**src/rtl/am_envelope_decim.sv**
```systemverilog
// rtl/am_envelope_decim.sv - AM envelope detector: rectify, integrate-and-dump decimate, DC block
//
// Ports:
//   clk       in   system clock, rising edge
//   rst       in   asynchronous active-low reset
//   in_valid  in   x accepted on rising edges where this is 1
//   x         in   signed FIR output sample (IN_W)
//   out_valid out  one-cycle pulse when env/audio/dc update
//   env       out  unsigned mean magnitude over the last DECIM samples
//   audio     out  signed, saturated env minus DC estimate
//   dc        out  unsigned DC estimate after the update
module am_envelope_decim #(
    parameter int IN_W       = 16,
    parameter int DECIM      = 8,
    parameter int DECIM_LOG2 = 3,
    parameter int DC_SHIFT   = 6
) (
    input  logic            clk,
    input  logic            rst,
    input  logic            in_valid,
    input  logic [IN_W-1:0] x,
    output logic            out_valid,
    output logic [IN_W-1:0] env,
    output logic [IN_W-1:0] audio,
    output logic [IN_W-1:0] dc
);

    localparam int ACC_W = IN_W + DECIM_LOG2;
    localparam int DCA_W = IN_W + DC_SHIFT;

    typedef enum logic {
        ST_INIT,
        ST_RUN
    } state_t;

    state_t                state_q, state_d;
    logic [DECIM_LOG2-1:0] cnt_q, cnt_d;
    logic [ACC_W-1:0]      acc_q, acc_d;
    logic [IN_W-1:0]       env_s1_q, env_s1_d;
    logic                  s1_q, s1_d;
    logic [DCA_W-1:0]      dc_acc_q, dc_acc_d;
    logic                  out_valid_q, out_valid_d;
    logic [IN_W-1:0]       env_q, env_d;
    logic [IN_W-1:0]       audio_q, audio_d;
    logic [IN_W-1:0]       dc_q, dc_d;

    logic [IN_W-1:0]  mag;
    logic [ACC_W-1:0] acc_sum;
    logic [IN_W:0]    diff;
    logic [DCA_W-1:0] dc_acc_new;

    // Two's-complement negate in IN_W unsigned bits: the most negative
    // input maps to 2^(IN_W-1) exactly, which is representable unsigned.
    assign mag     = x[IN_W-1] ? (~x + {{(IN_W-1){1'b0}}, 1'b1}) : x;
    assign acc_sum = acc_q + {{DECIM_LOG2{1'b0}}, mag};

    // One bit wider than IN_W so env - dc (both 0..2^(IN_W-1)) never wraps.
    assign diff = {1'b0, env_s1_q} - {1'b0, dc_q};

    // dc_q always equals dc_acc_q >> DC_SHIFT, so it serves as dc_old.
    // The sum stays in range, so modulo DCA_W arithmetic is exact.
    assign dc_acc_new = dc_acc_q + DCA_W'(env_s1_q) - DCA_W'(dc_q);

    always_comb begin
        state_d     = state_q;
        cnt_d       = cnt_q;
        acc_d       = acc_q;
        env_s1_d    = env_s1_q;
        s1_d        = 1'b0;
        dc_acc_d    = dc_acc_q;
        out_valid_d = 1'b0;
        env_d       = env_q;
        audio_d     = audio_q;
        dc_d        = dc_q;

        // Stage 1: accumulate, dump on the last sample of the frame.
        if (in_valid) begin
            if (cnt_q == DECIM_LOG2'(DECIM - 1)) begin
                env_s1_d = acc_sum[ACC_W-1:DECIM_LOG2];
                acc_d    = '0;
                cnt_d    = '0;
                s1_d     = 1'b1;
            end else begin
                acc_d = acc_sum;
                cnt_d = cnt_q + 1'b1;
            end
        end

        // Stage 2: runs alongside the next frame's accumulation.
        if (s1_q) begin
            out_valid_d = 1'b1;
            env_d       = env_s1_q;
            case (state_q)
                ST_INIT: begin
                    // Seed the estimate with the first envelope so the
                    // blocker starts settled instead of ramping from zero.
                    dc_acc_d = {env_s1_q, {DC_SHIFT{1'b0}}};
                    dc_d     = env_s1_q;
                    audio_d  = '0;
                    state_d  = ST_RUN;
                end
                default: begin
                    if (!diff[IN_W] && diff[IN_W-1]) begin
                        audio_d = {1'b0, {(IN_W-1){1'b1}}};
                    end else if (diff[IN_W] && !diff[IN_W-1]) begin
                        audio_d = {1'b1, {(IN_W-1){1'b0}}};
                    end else begin
                        audio_d = diff[IN_W-1:0];
                    end
                    dc_acc_d = dc_acc_new;
                    dc_d     = dc_acc_new[DCA_W-1:DC_SHIFT];
                end
            endcase
        end
    end

    always_ff @(posedge clk or negedge rst) begin
        if (!rst) begin
            state_q     <= ST_INIT;
            cnt_q       <= '0;
            acc_q       <= '0;
            env_s1_q    <= '0;
            s1_q        <= 1'b0;
            dc_acc_q    <= '0;
            out_valid_q <= 1'b0;
            env_q       <= '0;
            audio_q     <= '0;
            dc_q        <= '0;
        end else begin
            state_q     <= state_d;
            cnt_q       <= cnt_d;
            acc_q       <= acc_d;
            env_s1_q    <= env_s1_d;
            s1_q        <= s1_d;
            dc_acc_q    <= dc_acc_d;
            out_valid_q <= out_valid_d;
            env_q       <= env_d;
            audio_q     <= audio_d;
            dc_q        <= dc_d;
        end
    end

    assign out_valid = out_valid_q;
    assign env       = env_q;
    assign audio     = audio_q;
    assign dc        = dc_q;

endmodule
```
**config.mk**
```make
export PLATFORM = sky130hd
export DESIGN_NAME = am_envelope_decim
export DESIGN_NICKNAME = d
export VERILOG_FILES = /design/src/rtl/am_envelope_decim.sv
export SDC_FILE = /design/constraint.sdc
export NUM_CORES = 1
export LEC_CHECK = 0
export ABC_AREA = 0
export BUFFER_PORTS_ARGS = -buffer_cell sky130_fd_sc_hd__buf_4
export CAP_MARGIN = 20
export CORE_ASPECT_RATIO = 0.5
export CORE_MARGIN = 2
export CORE_UTILIZATION = 30
export CTS_BUF_LIST = sky130_fd_sc_hd__clkbuf_4
export DETAILED_ROUTE_END_ITERATION = 16
export SLEW_MARGIN = 30
export SYNTH_ARGS = -nofsm -noshare
export SYNTH_HDL_FRONTEND = slang
export SYNTH_SLANG_ARGS = --single-unit
```
**constraint.sdc**
```tcl
create_clock -name clk -period 4.3 [get_ports clk]
set_input_delay 0.645 -clock clk [delete_from_list [all_inputs] [get_ports clk]]
set_output_delay 0.645 -clock clk [all_outputs]
set_load 0.005 [all_outputs]
```
### Word-level counts from Yosys, hierarchy flattened

Index checks and enable logic that the tools add are counted.

| storage, ports and cells | value |
|---|---|
| bits of input ports | 19 |
| logic and storage cells | 34 |
| register bits | 111 |

| operators by class | value |
|---|---|
| eq/ne operators | 1 |
| bitwise logic cells | 1 |
| reduce and logical (&&, ||, !) cells | 5 |
| $add $sub $neg | 6 |
| multiplexer cells | 11 |

Operators by type and width:

| cell | number |
|---|---|
| $mux 16 | 5 |
| $add 22x16->22 | 1 |
| $mux 22 | 1 |
| $sub 22x16->22 | 1 |
| $add 19x16->19 | 1 |
| $mux 19 | 1 |
| $sub 16x16->17 | 1 |
| $add 16x1->16 const B | 1 |
| $not 16->16 | 1 |
| $add 3x1->3 const B | 1 |
| $eq 3x3->1 const B | 1 |
| $mux 1 | 3 |
| $mux 3 | 1 |
| $logic_and 1x1->1 | 2 |
| $logic_not 1->1 | 2 |
| $reduce_and 2->1 | 1 |

### Logic depth before layout (Yosys ltp)

Gate-level depths: netlist of the first run.

| depth | value |
|---|---|
| depth in word-level cells | 6 |
| mapped depth | 16 |

### Worst setup path before layout of the first run

Ideal clock, no wire load.

| timing path | value |
|---|---|
| path kind | input-to-reg |
| from | input port x[5] |
| to | register acc_q[18] |
| cell stages on the path | 14 |
| arrival | 3482 ps |
| path slack | 753 ps |
| buffers on the path | 0 |
| path through | nor4_1 -> nand2_1 -> o31ai_1 -> xnor2_1 -> ha_1 -> a21oi_1 -> o21ai_0 -> a21o_1 -> a21o_1 -> a21o_1 -> a221o_1 -> and3_1 -> o21ai_0 -> a22o_1 |

| between the ends | value |
|---|---|
| cells in the longest elaborated chain, start to end | 5 |

RTL lines:

| item | line | RTL |
|---|---|---|
| from (decl) | 21 | `input logic [IN_W-1:0] x,` |
| $not 16->16 | 54 | `assign mag = x[IN_W-1] ? (~x + {{(IN_W-1){1'b0}}, 1'b1}) : x;` |
| $add 16x1->16 | 54 |  |
| $mux 16 (*) | 54 |  |
| $add 19x16->19 (*) | 55 | `assign acc_sum = acc_q + {{DECIM_LOG2{1'b0}}, mag};` |
| $mux 19 (*) | 78 | `if (cnt_q == DECIM_LOG2'(DECIM - 1)) begin` |
| to (signal assigned) | 121 | `acc_q <= '0;` |
| to (signal assigned) | 132 | `acc_q <= acc_d;` |
| to (decl) | 38 | `logic [ACC_W-1:0] acc_q, acc_d;` |

Mark *: on every way between the ends. The rest lies on a longest branch, timed or not.
A chain may end at the register's enable or synchronous reset.

### Worst setup path after layout of the first run

| timing path | value |
|---|---|
| from | register dc_acc_q[12] |
| to | register dc_acc_q[21] |

| between the ends | value |
|---|---|
| cells in the longest elaborated chain, start to end | 3 |

RTL lines:

| item | line | RTL |
|---|---|---|
| from (decl) | 41 | `logic [DCA_W-1:0] dc_acc_q, dc_acc_d;` |
| from (signal assigned) | 124 | `dc_acc_q <= '0;` |
| from (signal assigned) | 135 | `dc_acc_q <= dc_acc_d;` |
| $add 22x16->22 | 62 | `assign dc_acc_new = dc_acc_q + DCA_W'(env_s1_q) - DCA_W'(dc_q);` |
| $sub 22x16->22 | 62 |  |
| $mux 22 | 93 | `case (state_q)` |

Every way passes these cells.

==> results of run 1 <==
==> cell usage after synthesis, types with 6 or more instances <==
| cell type | instances | area share [%] |
|---|---|---|
| inv_1 | 101 | 5.3 |
| dfrtp_1 | 95 | 33 |
| ha_1 | 58 | 10 |
| o21ai_0 | 53 | 3.7 |
| nand2_1 | 50 | 2.6 |
| a21oi_1 | 46 | 3.2 |
| nor2_1 | 39 | 2.0 |
| xnor2_1 | 39 | 4.8 |
| a21o_1 | 21 | 2.2 |
| mux2_2 | 19 | 3.0 |
| fa_1 | 18 | 5.0 |
| buf_4 | 16 | 1.7 |
| xor2_1 | 15 | 1.8 |
| clkbuf_1 | 14 | 0.73 |
| nor2b_1 | 13 | 1.1 |
| nand3_1 | 12 | 0.84 |
| o2bb2ai_1 | 12 | 1.5 |
| mux2i_1 | 11 | 1.5 |
| a221o_1 | 10 | 1.4 |
| nor3_1 | 9 | 0.63 |
| or3_1 | 8 | 0.70 |
| a31oi_1 | 7 | 0.61 |
| nand2b_1 | 6 | 0.52 |
| o21a_1 | 6 | 0.63 |
==> metrics by stage <==
step | setup slack (ns) | utilization [%] | area [sq um]
3_3_place_gp | 0.516 | 34.1 | 7870
6_report | 0.895 | 34.7 | 8020
4_1_cts | 0.896 | 34.7 | 8010
3_5_place_dp | 0.488 | 34.1 | 7870
2_1_floorplan | 0.753 | - | 7150
5_1_grt | 0.599 | 34.7 | 8020
==> worst min-delay path by stage <==
stage / to / slack (ns) / cells after the start
4_1_cts: acc_q[9] / 0.31 / 1
5_1_grt: acc_q[7] / 0.19 / 1
3_3_place_gp: cnt_q[0] / 0.47 / 1
2_1_floorplan: acc_q[0] / 0.35 / 0
6_report: acc_q[12] / 0.14 / 1
3_5_place_dp: cnt_q[0] / 0.48 / 1
==> layout make-up <==
type                            count  area [sq um]  share of cell area (%)
Timing Repair Buffer               73           552                    6.88
Antenna cell                        1          2.50                  0.0312
Sequential cell                    95          2380                    29.7
Clock inverter                      6          70.1                   0.874
Clock buffer                       10          75.1                   0.936
Inverter                          101           379                    4.73
Multi-Input combinational cell    541          4180                    52.1
Tap cell                          307           384                    4.79
==> state kept, by name (all words and copies together), names as in the netlist <==
name and count:
env_s1_q 16, state_q 1, audio 16, s1_q 1, out_valid 1, env 16
dc_acc_q 22, acc_q 19, cnt_q 3
==> routing by layer <==
| metal | vias up | wire length [um] |
|---|---|---|
| met5 | - | 0 |
| met4 | 0 | 180 |
| met3 | 11 | 416 |
| met2 | 90 | 7910 |
| met1 | 2720 | 8760 |
| li1 | 2768 | - |
==> kinds of logic (layout without fill, tap and decap cells) <==
kind of cell    Yosys count  count (layout)  share of synthesized area, %
buf+inv                 137             190                          8.33
other cells               0               1                             0
simple gates            160             160                          10.7
compound gates          215             215                          20.5
fa+ha+maj                81              81                          15.9
flops                    95              95                          33.2
mux                      30              30                          4.53
xor+xnor                 55              55                          6.84
==> metrics.txt, run 1 <==
outcome=finished, final reports clean; crit-path cells=inv_1 -> fa_1 -> inv_1 -> ha_1 -> nand3_1 -> or3_1 -> a21oi_1 -> o31ai_1 -> o2111ai_1 -> xnor2_1 -> nand4_1 -> o211ai_1; Antenna Violating Nets Remaining=0; htree depth=3; vias in the first global route=5571; Unique masters post-synth=68; Mapped Cells=773; commonest non-fill, non-tap cell in the layout=inv_1; Top FF cell, synth=dfrtp_1; Post-DP HPWL=13300 um; GRT Total Usage=14.2%; Worst Path Arrival=3.82 ns; number of synthesis warnings=0; slew margin rel.=50.7%; Synth Area per Inst=9.25 sq um; kind of critical path=reg2reg; CP Buf/Inv Count=2; detailed router's first-iteration violation count=210; capture point of the critical path=dc_acc_q[21]; CP endpoint kind=flip-flop; Async SR Flop Fraction=100%; Filler Cell Count=2380; CP max-delay cell=fa_1; drt wl/cell=15.2 um; Worst-Skew Late Latency=0.48 ns; Crit path max-delay family=adder cells; final-report setup violation count=0; Seq/Total Area, Yosys=33.2%; number of synthesized flops with an enable pin=0; first-pass GRT wire length=28600 um; post-CTS setup buffer count=0; CTS buffer count=9; Reg2Reg Depth=12; core area=23100 sq um; post-CTS sizing=0; r2r setup slk=0.90 ns; Post-Syn Nets=868; Port Buf Inserts=67; Req. time, crit path=4.71 ns; most frequent cells in the layout=inv_1, dfrtp_1, buf_4, ha_1, o21ai_0; CP peak stage delay=0.55 ns; via count=5589; skew final=0.0260 ns; # rows=39; initial antenna violation count=1; CP Launch Type=flip-flop; die height=113 um; MaxCap Viol Count=0; Remaining DRCs=0; share of post-route cells with drive strength above 1=16.1%; post-cts hold buffer count=0; CTS tree=built; Min Hold Slack=0.135 ns; # nets final=916; clk slew on worst S/H paths=0.17 ns; GR Overflow Total=0; WP depth=12; CP max FO=5; largest net degree at the start of global routing=73; IO Pins=68; post-route insts no fill=1134; Final Slew Violations=0; detail-routed via count per cell=4.93; clk root buf=clkbuf_4; worst reg2reg path startpoint=dc_acc_q[12]; GRT busiest layer=met2; mapped cell area=7150 sq um; met2 usage=23.9%; M1 GR Usage=19.4%; grt met3 use=2.13%; GPL Wtd Cong=0.882; reg-to-reg endpoint=dc_acc_q[21]; fin crit period=3.40 ns; die footprint=25200 sq um; CP startpoint=dc_acc_q[12]; die width=222 um; HP Class=in2async; cell mode on critical path=inv_1; synthesis-stage register bit count=95; CTS Buffer Depth=2; total negative slack=0 ns; Sink Count=95; Post-Route WL=17300 um; Fmax=0.294 GHz; Starting Density=31.0%; Area growth, synth to finish=12.1%; final hold viol count=0; Worst Max-Slew Pin Slew=0.737 ns; DR pass1 iterations=4; crit share post-route=79.2%; dpl cells=1117; RSZ-0062 raised after global routing=no
Power of run 1 is not shown: default switching activity piles up to over one toggle a cycle in this logic, so the estimate is an artifact.
==> run 2: changes to the inputs <==
ABC_AREA = 1   (was 0)
clock period = 3.05 ns   (was 4.3 ns; I/O delays follow)
==> run 2 against run 1 <==
  * Non-clock buffer count grew 12
  * First-iteration DRC count increased to 2.6 times the previous value
  * Setup slack got worse by 0.57 ns
  * Wire length grew 28%
  * Clock-buffer cell count shrank 1
  * Sequential cell count is the same
  * Register-to-register slack got worse by 0.57 ns
  * Final area up 14%
  * Critical path depth increased by 1
==> metrics.txt, run 2 <==
MaxCap Viol Count=0 (unchanged); Worst Max-Slew Pin Slew=0.813 ns (+0.0755 ns); Top Registers=dc_acc_q: 22 flops, acc_q: 19 flops; Reg2Reg Depth=13 (+1); outcome=finished, final reports clean; Starting Density=30.5% (-0.50 points); # nets final=1336 (+46%); total negative slack=0 ns (unchanged); CP max-delay cell=fa_1; final-report setup violation count=0 (unchanged); Hold EP=acc_q[1]; Seq/Total Area, Yosys=29.5% (-3.7 points); Post-Route WL=22100 um (+28%); mapped cell area=8060 sq um (+13%); CP endpoint kind=flip-flop; worst hold start=in_valid; vias in the first global route=6996 (+26%); Async SR Flop Fraction=100% (unchanged); CP Launch Type=flip-flop; first-pass GRT wire length=36900 um (+29%); initial antenna violation count=1 (unchanged); CTS buffer count=9 (unchanged); Biggest register=dc_acc_q; skew final=0.0198 ns (-0.00617 ns); Worst-Skew Late Latency=0.50 ns (+0.02 ns); IO Pins=68 (unchanged); HP Class=in2reg; clk slew on worst S/H paths=0.18 ns (about the same); CP peak stage delay=0.55 ns (about the same); max FFs per register=22 (unchanged); number of synthesized flops with an enable pin=0 (unchanged); htree depth=3 (unchanged); Synth area leaders=dfrtp_1, nand2_1, ha_1; Filler Cell Count=2874 (+21%); Area growth, synth to finish=13.0%; crit share post-route=89.2% (+10 points); detailed router's first-iteration violation count=537 (+160%); Synth Area per Inst=6.83 sq um (-26%); reg-to-reg endpoint=dc_acc_q[10]; Antenna Violating Nets Remaining=0 (unchanged); Final Slew Violations=0 (unchanged); die height=120 um (+5.9%); clk root buf=clkbuf_4; Post-Syn Nets=1275 (+47%); worst reg2reg path startpoint=dc_acc_q[7]; # rows=42 (+7.7%); die footprint=28300 sq um (+12%); number of synthesis warnings=0 (unchanged); DR pass1 iterations=6 (+2); Mapped Cells=1180 (+53%); slew margin rel.=45.8% (-4.9 points); cell mode on critical path=nand2_1; largest net degree at the start of global routing=51 (-30%); share of post-route cells with drive strength above 1=11.4% (-4.7 points); via count=7356 (+32%); crit-path cells=fa_1 -> inv_1 -> fa_1 -> nand2_1 -> inv_1 -> a21oi_1 -> o21ai_1 -> nand2_1 -> nand2_1 -> nand2_1 -> nand2_1 -> o21ai_0 -> nand2_1; kind of critical path=reg2reg; final hold viol count=0 (unchanged); Unique masters post-synth=45 (-34%); most frequent cells in the layout=nand2_1, inv_1, dfrtp_1, nand3_1, buf_4; Remaining DRCs=0 (unchanged); Req. time, crit path=3.46 ns (-1.25 ns); CTS Buffer Depth=2 (unchanged); fin crit period=2.72 ns (-0.683 ns); r2r setup slk=0.33 ns (-0.57 ns); Worst Path Arrival=3.13 ns (-0.69 ns); GRT Total Usage=16.5% (+2.3 points); commonest non-fill, non-tap cell in the layout=nand2_1; core area=26400 sq um (+15%); CP max FO=3 (-2); Post-DP HPWL=17800 um (+34%); count leader, synth=nand2_1; Fmax=0.367 GHz (+25%); post-synth top area cell=dfrtp_1; die width=236 um (+6.0%); RSZ-0062 raised after global routing=no; GPL Wtd Cong=0.906 (+2.7%); synthesis-stage register bit count=95 (unchanged); Port Buf Inserts=67 (unchanged); Hold Path Cell Cnt=2; post-synth top area share=29.5% (-3.7 points); synth cell count leaders=nand2_1, inv_1, dfrtp_1; CTS tree=built; GR Overflow Total=0 (unchanged); detail-routed via count per cell=4.60 (-6.7%); Sink Count=95 (unchanged); drt wl/cell=13.8 um (-9.1%); Top FF cell, synth=dfrtp_1
-- run 2: worst max-delay path: cells and delay by family, from the launching register on --
| kind | cells | cell delay [ns] |
|---|---|---|
| DFF | 1 | 0.47 |
| and+or+nand+nor | 6 | 0.44 |
| AOI/OAI and AO/OA | 3 | 0.53 |
| adders and majority gates | 2 | 1.05 |
| buffers and inverters | 2 | 0.14 |
-- run 2: kinds of logic after synthesis --
kind of cell               Yosys count  synth area share [%]
DFF                                 95                  29.5
xor gates and xnor gates            29                  3.15
AOI/OAI and AO/OA                  125                  9.02
adders and majority gates           76                  13.5
and+or+nand+nor                    619                  32.9
buffers and inverters              236                  12.0
-- run 2: what timing repair did --
item	4_1_cts	5_1_grt
hold buffers	1	0
setup buffers	0	2
endpoints found under the hold margin	48	0
endpoints found under the setup margin	0	1
gates resized for setup	0	1
-- run 2: cell type report --
class | instances | area [sq um] | area share, %
Inverter | 201 | 754 | 8.29
Tap cell | 352 | 440 | 4.84
Multi-Input combinational cell | 849 | 4710 | 51.8
Clock buffer | 9 | 67.6 | 0.742
Timing Repair Buffer | 85 | 653 | 7.17
Antenna cell | 1 | 2.50 | 0.0275
Clock inverter | 7 | 95.1 | 1.04
Sequential cell | 95 | 2380 | 26.1
-- run 2: per-layer routing --
layer | global-route usage [%] | wire (um)
met4 | 2.63 | 178
met1 | 24.6 | 11300
met2 | 25.1 | 9490
met3 | 3.01 | 1170
met5 | 0 | 0
-- run 2: how the worst max path moves through the flow --
stage                         to  cells after the start   startpoint
floorplan            env_s1_q[7]                     16         x[3]
global placement    env_s1_q[12]                     20         x[3]
detailed placement  env_s1_q[12]                     20         x[3]
CTS                 dc_acc_q[15]                     13  env_s1_q[3]
global route        dc_acc_q[13]                     16  dc_acc_q[8]
finish              dc_acc_q[10]                     13  dc_acc_q[7]
-- run 2: stage by stage --
| stage | util [%] | instances | instance area (sq um) | worst slack, ns | hold slack [ns] |
|---|---|---|---|---|---|
| 2_1_floorplan | - | 1180 | 8060 | 0.551 | 0.162 |
| 3_3_place_gp | 33.7 | 1579 | 8910 | 0.183 | 0.460 |
| 5_1_grt | 34.4 | 1599 | 9100 | 0.0362 | 0.143 |
| 3_5_place_dp | 33.7 | 1579 | 8910 | 0.157 | 0.460 |
| 6_report | 34.4 | 1599 | 9100 | 0.328 | 0.176 |
| 4_1_cts | 34.4 | 1596 | 9090 | 0.352 | 0.144 |
Power of run 2 is left out for the same reason.
==> run 3: changes to the inputs <==
ABC_CLOCK_PERIOD_IN_PS = 2800   (was unset)
clock period = 2.8 ns   (was 3.05 ns; I/O delays follow)
==> run 3 against run 2 <==
  * Fmax is 4.4% higher
  * Sequential share of layout area is 0.72 points lower
  * Critical path depth is 1 higher
  * Die area stayed put
  * Final area is 3.0% higher
  * Wire length is 3.9% higher
  * Cell count is 2.0% higher
  * Non-clock buffer count is 32 higher
  * First-iteration DRC count is 2.8% lower
  * Clock-buffer cell count stayed put
  * Via count is 1.8% higher
  * Critical endpoint is now dc_acc_q[13]
==> metrics.txt, run 3 (same netlist as run 2, synthesis figures left out) <==
final-report setup violation count=0 (unchanged); worst reg2reg path startpoint=dc_acc_q[12]; CP peak stage delay=0.55 ns (about the same); htree depth=3 (unchanged); via count=7491 (+1.8%); # rows=42 (unchanged); final setup margin=0.193 ns (-0.135 ns); CP startpoint=dc_acc_q[12]; CP max FO=5 (+2); Top Registers=dc_acc_q: 22 flops, acc_q: 19 flops; Worst Path Arrival=3.05 ns (-0.08 ns); most frequent cells in the layout=nand2_1, inv_1, buf_4, dfrtp_1, nand3_1; Fmax=0.384 GHz (+4.4%); CTS buffer count=9 (unchanged); first-pass GRT wire length=37400 um (+1.3%); max FFs per register=22 (unchanged); MaxCap Viol Count=0 (unchanged); Sink Count=95 (unchanged); initial antenna violation count=1 (unchanged); GR Overflow Total=0 (unchanged); detailed router's first-iteration violation count=522 (-2.8%); Hold EP=acc_q[1]; # nets final=1368 (+2.4%); Filler Cell Count=2857 (-0.59%); CP endpoint kind=flip-flop; worst slack, placed=-0.0263 ns (-0.183 ns); commonest non-fill, non-tap cell in the layout=nand2_1; fin util=35.5% (+1.0 points); Area growth, synth to finish=16.4%; CTS Buffer Depth=2 (unchanged); Worst Max-Slew Pin Slew=0.838 ns (+0.0257 ns); HP Class=in2reg; Biggest register=dc_acc_q; Reg2Reg Depth=14 (+1); GPL Wtd Cong=0.910 (+0.40%); clk slew on worst S/H paths=0.20 ns (+0.02 ns); Hold Path Cell Cnt=2 (unchanged); Port Buf Inserts=67 (unchanged); footprint of the multi-input gates=4750 sq um (+0.85%); Req. time, crit path=3.24 ns (-0.22 ns); total negative slack=0 ns (unchanged); final hold viol count=0 (unchanged); core area=26400 sq um (unchanged); detail-routed via count per cell=4.59 (-0.16%); Final Slew Violations=0 (unchanged); crit-path cells=inv_1 -> fa_1 -> inv_1 -> ha_1 -> nand2_1 -> nand2_1 -> a21oi_2 -> nand2_1 -> inv_1 -> nand2_1 -> nand2_1 -> nand2_1 -> o21ai_0 -> nand2_1; slew margin rel.=44.0% (-1.8 points); die height=120 um (unchanged); clk root buf=clkbuf_4; CTS tree=built; largest net degree at the start of global routing=47 (-7.8%); outcome=finished, final reports clean; kind of critical path=reg2reg; r2r setup slk=0.19 ns (-0.14 ns); CP Buf/Inv Count=3 (+1); Antenna Violating Nets Remaining=0 (unchanged); Crit path max-delay family=adder cells; worst hold start=in_valid; crit share post-route=93.1% (+3.9 points); fin crit period=2.61 ns (-0.115 ns); Post-DP HPWL=18400 um (+3.3%); CP Launch Type=flip-flop; share of post-route cells with drive strength above 1=14.9% (+3.5 points); Worst-Skew Late Latency=0.52 ns (+0.02 ns); cell mode on critical path=nand2_1; GRT Total Usage=16.8% (+0.33 points); vias in the first global route=7100 (+1.5%); skew final=0.0403 ns (+0.0205 ns); register area=2380 sq um (+0.21%); Post-Route WL=23000 um (+3.9%); die footprint=28300 sq um (unchanged); IO Pins=68 (unchanged); DR pass1 iterations=5 (-1); drt wl/cell=14.1 um (+1.9%); Starting Density=30.5% (unchanged); Remaining DRCs=0 (unchanged); die width=236 um (unchanged); CP max-delay cell=fa_1; reg-to-reg endpoint=dc_acc_q[13]
[run 3: stage by stage]
| step | hold slack, ns | instance area (sq um) | instances |
|---|---|---|---|
| after CTS | 0.0987 | 9290 | 1624 |
| after global routing | 0.0818 | 9380 | 1631 |
| after floorplan | 0.124 | 8060 | 1180 |
| after detailed placement | 0.425 | 9130 | 1607 |
| final | 0.137 | 9380 | 1631 |
| after global placement | 0.419 | 9130 | 1607 |
[run 3: worst max path at each step]
stage	end	cells past startpoint
final	dc_acc_q[13]	14
after global routing	dc_acc_q[16]	12
after CTS	dc_acc_q[13]	14
after detailed placement	env_s1_q[12]	17
after global placement	env_s1_q[12]	19
after floorplan	env_s1_q[7]	16
[run 3: repair_timing]
action / in CTS / in global routing
hold endpoints to repair: 32 / 0
buffers inserted: 0 / 6
setup endpoints to repair: 0 / 11
resized for setup: 0 / 19
hold buffers: 1 / 0
[run 3: cell type report]
| cell class | count | area share, % |
|---|---|---|
| sequential | 95 | 25.4 |
| multi-input combinational | 849 | 50.7 |
| inverter | 201 | 8.04 |
| tap | 352 | 4.69 |
| clock inverter | 7 | 0.920 |
| clock buffer | 9 | 0.720 |
| timing repair buffer | 117 | 9.52 |
| antenna | 1 | 0.0267 |
[run 3: layer usage]
layer | wire (um) | share of wire (%) | global-route usage, %
met1 | 11700 | 51 | 24.5
met2 | 9810 | 43 | 25.7
met3 | 1220 | 5.3 | 3.57
met4 | 231 | 1.0 | 3.30
met5 | 0 | 0 | 0
Power of run 3 is left out for the same reason.
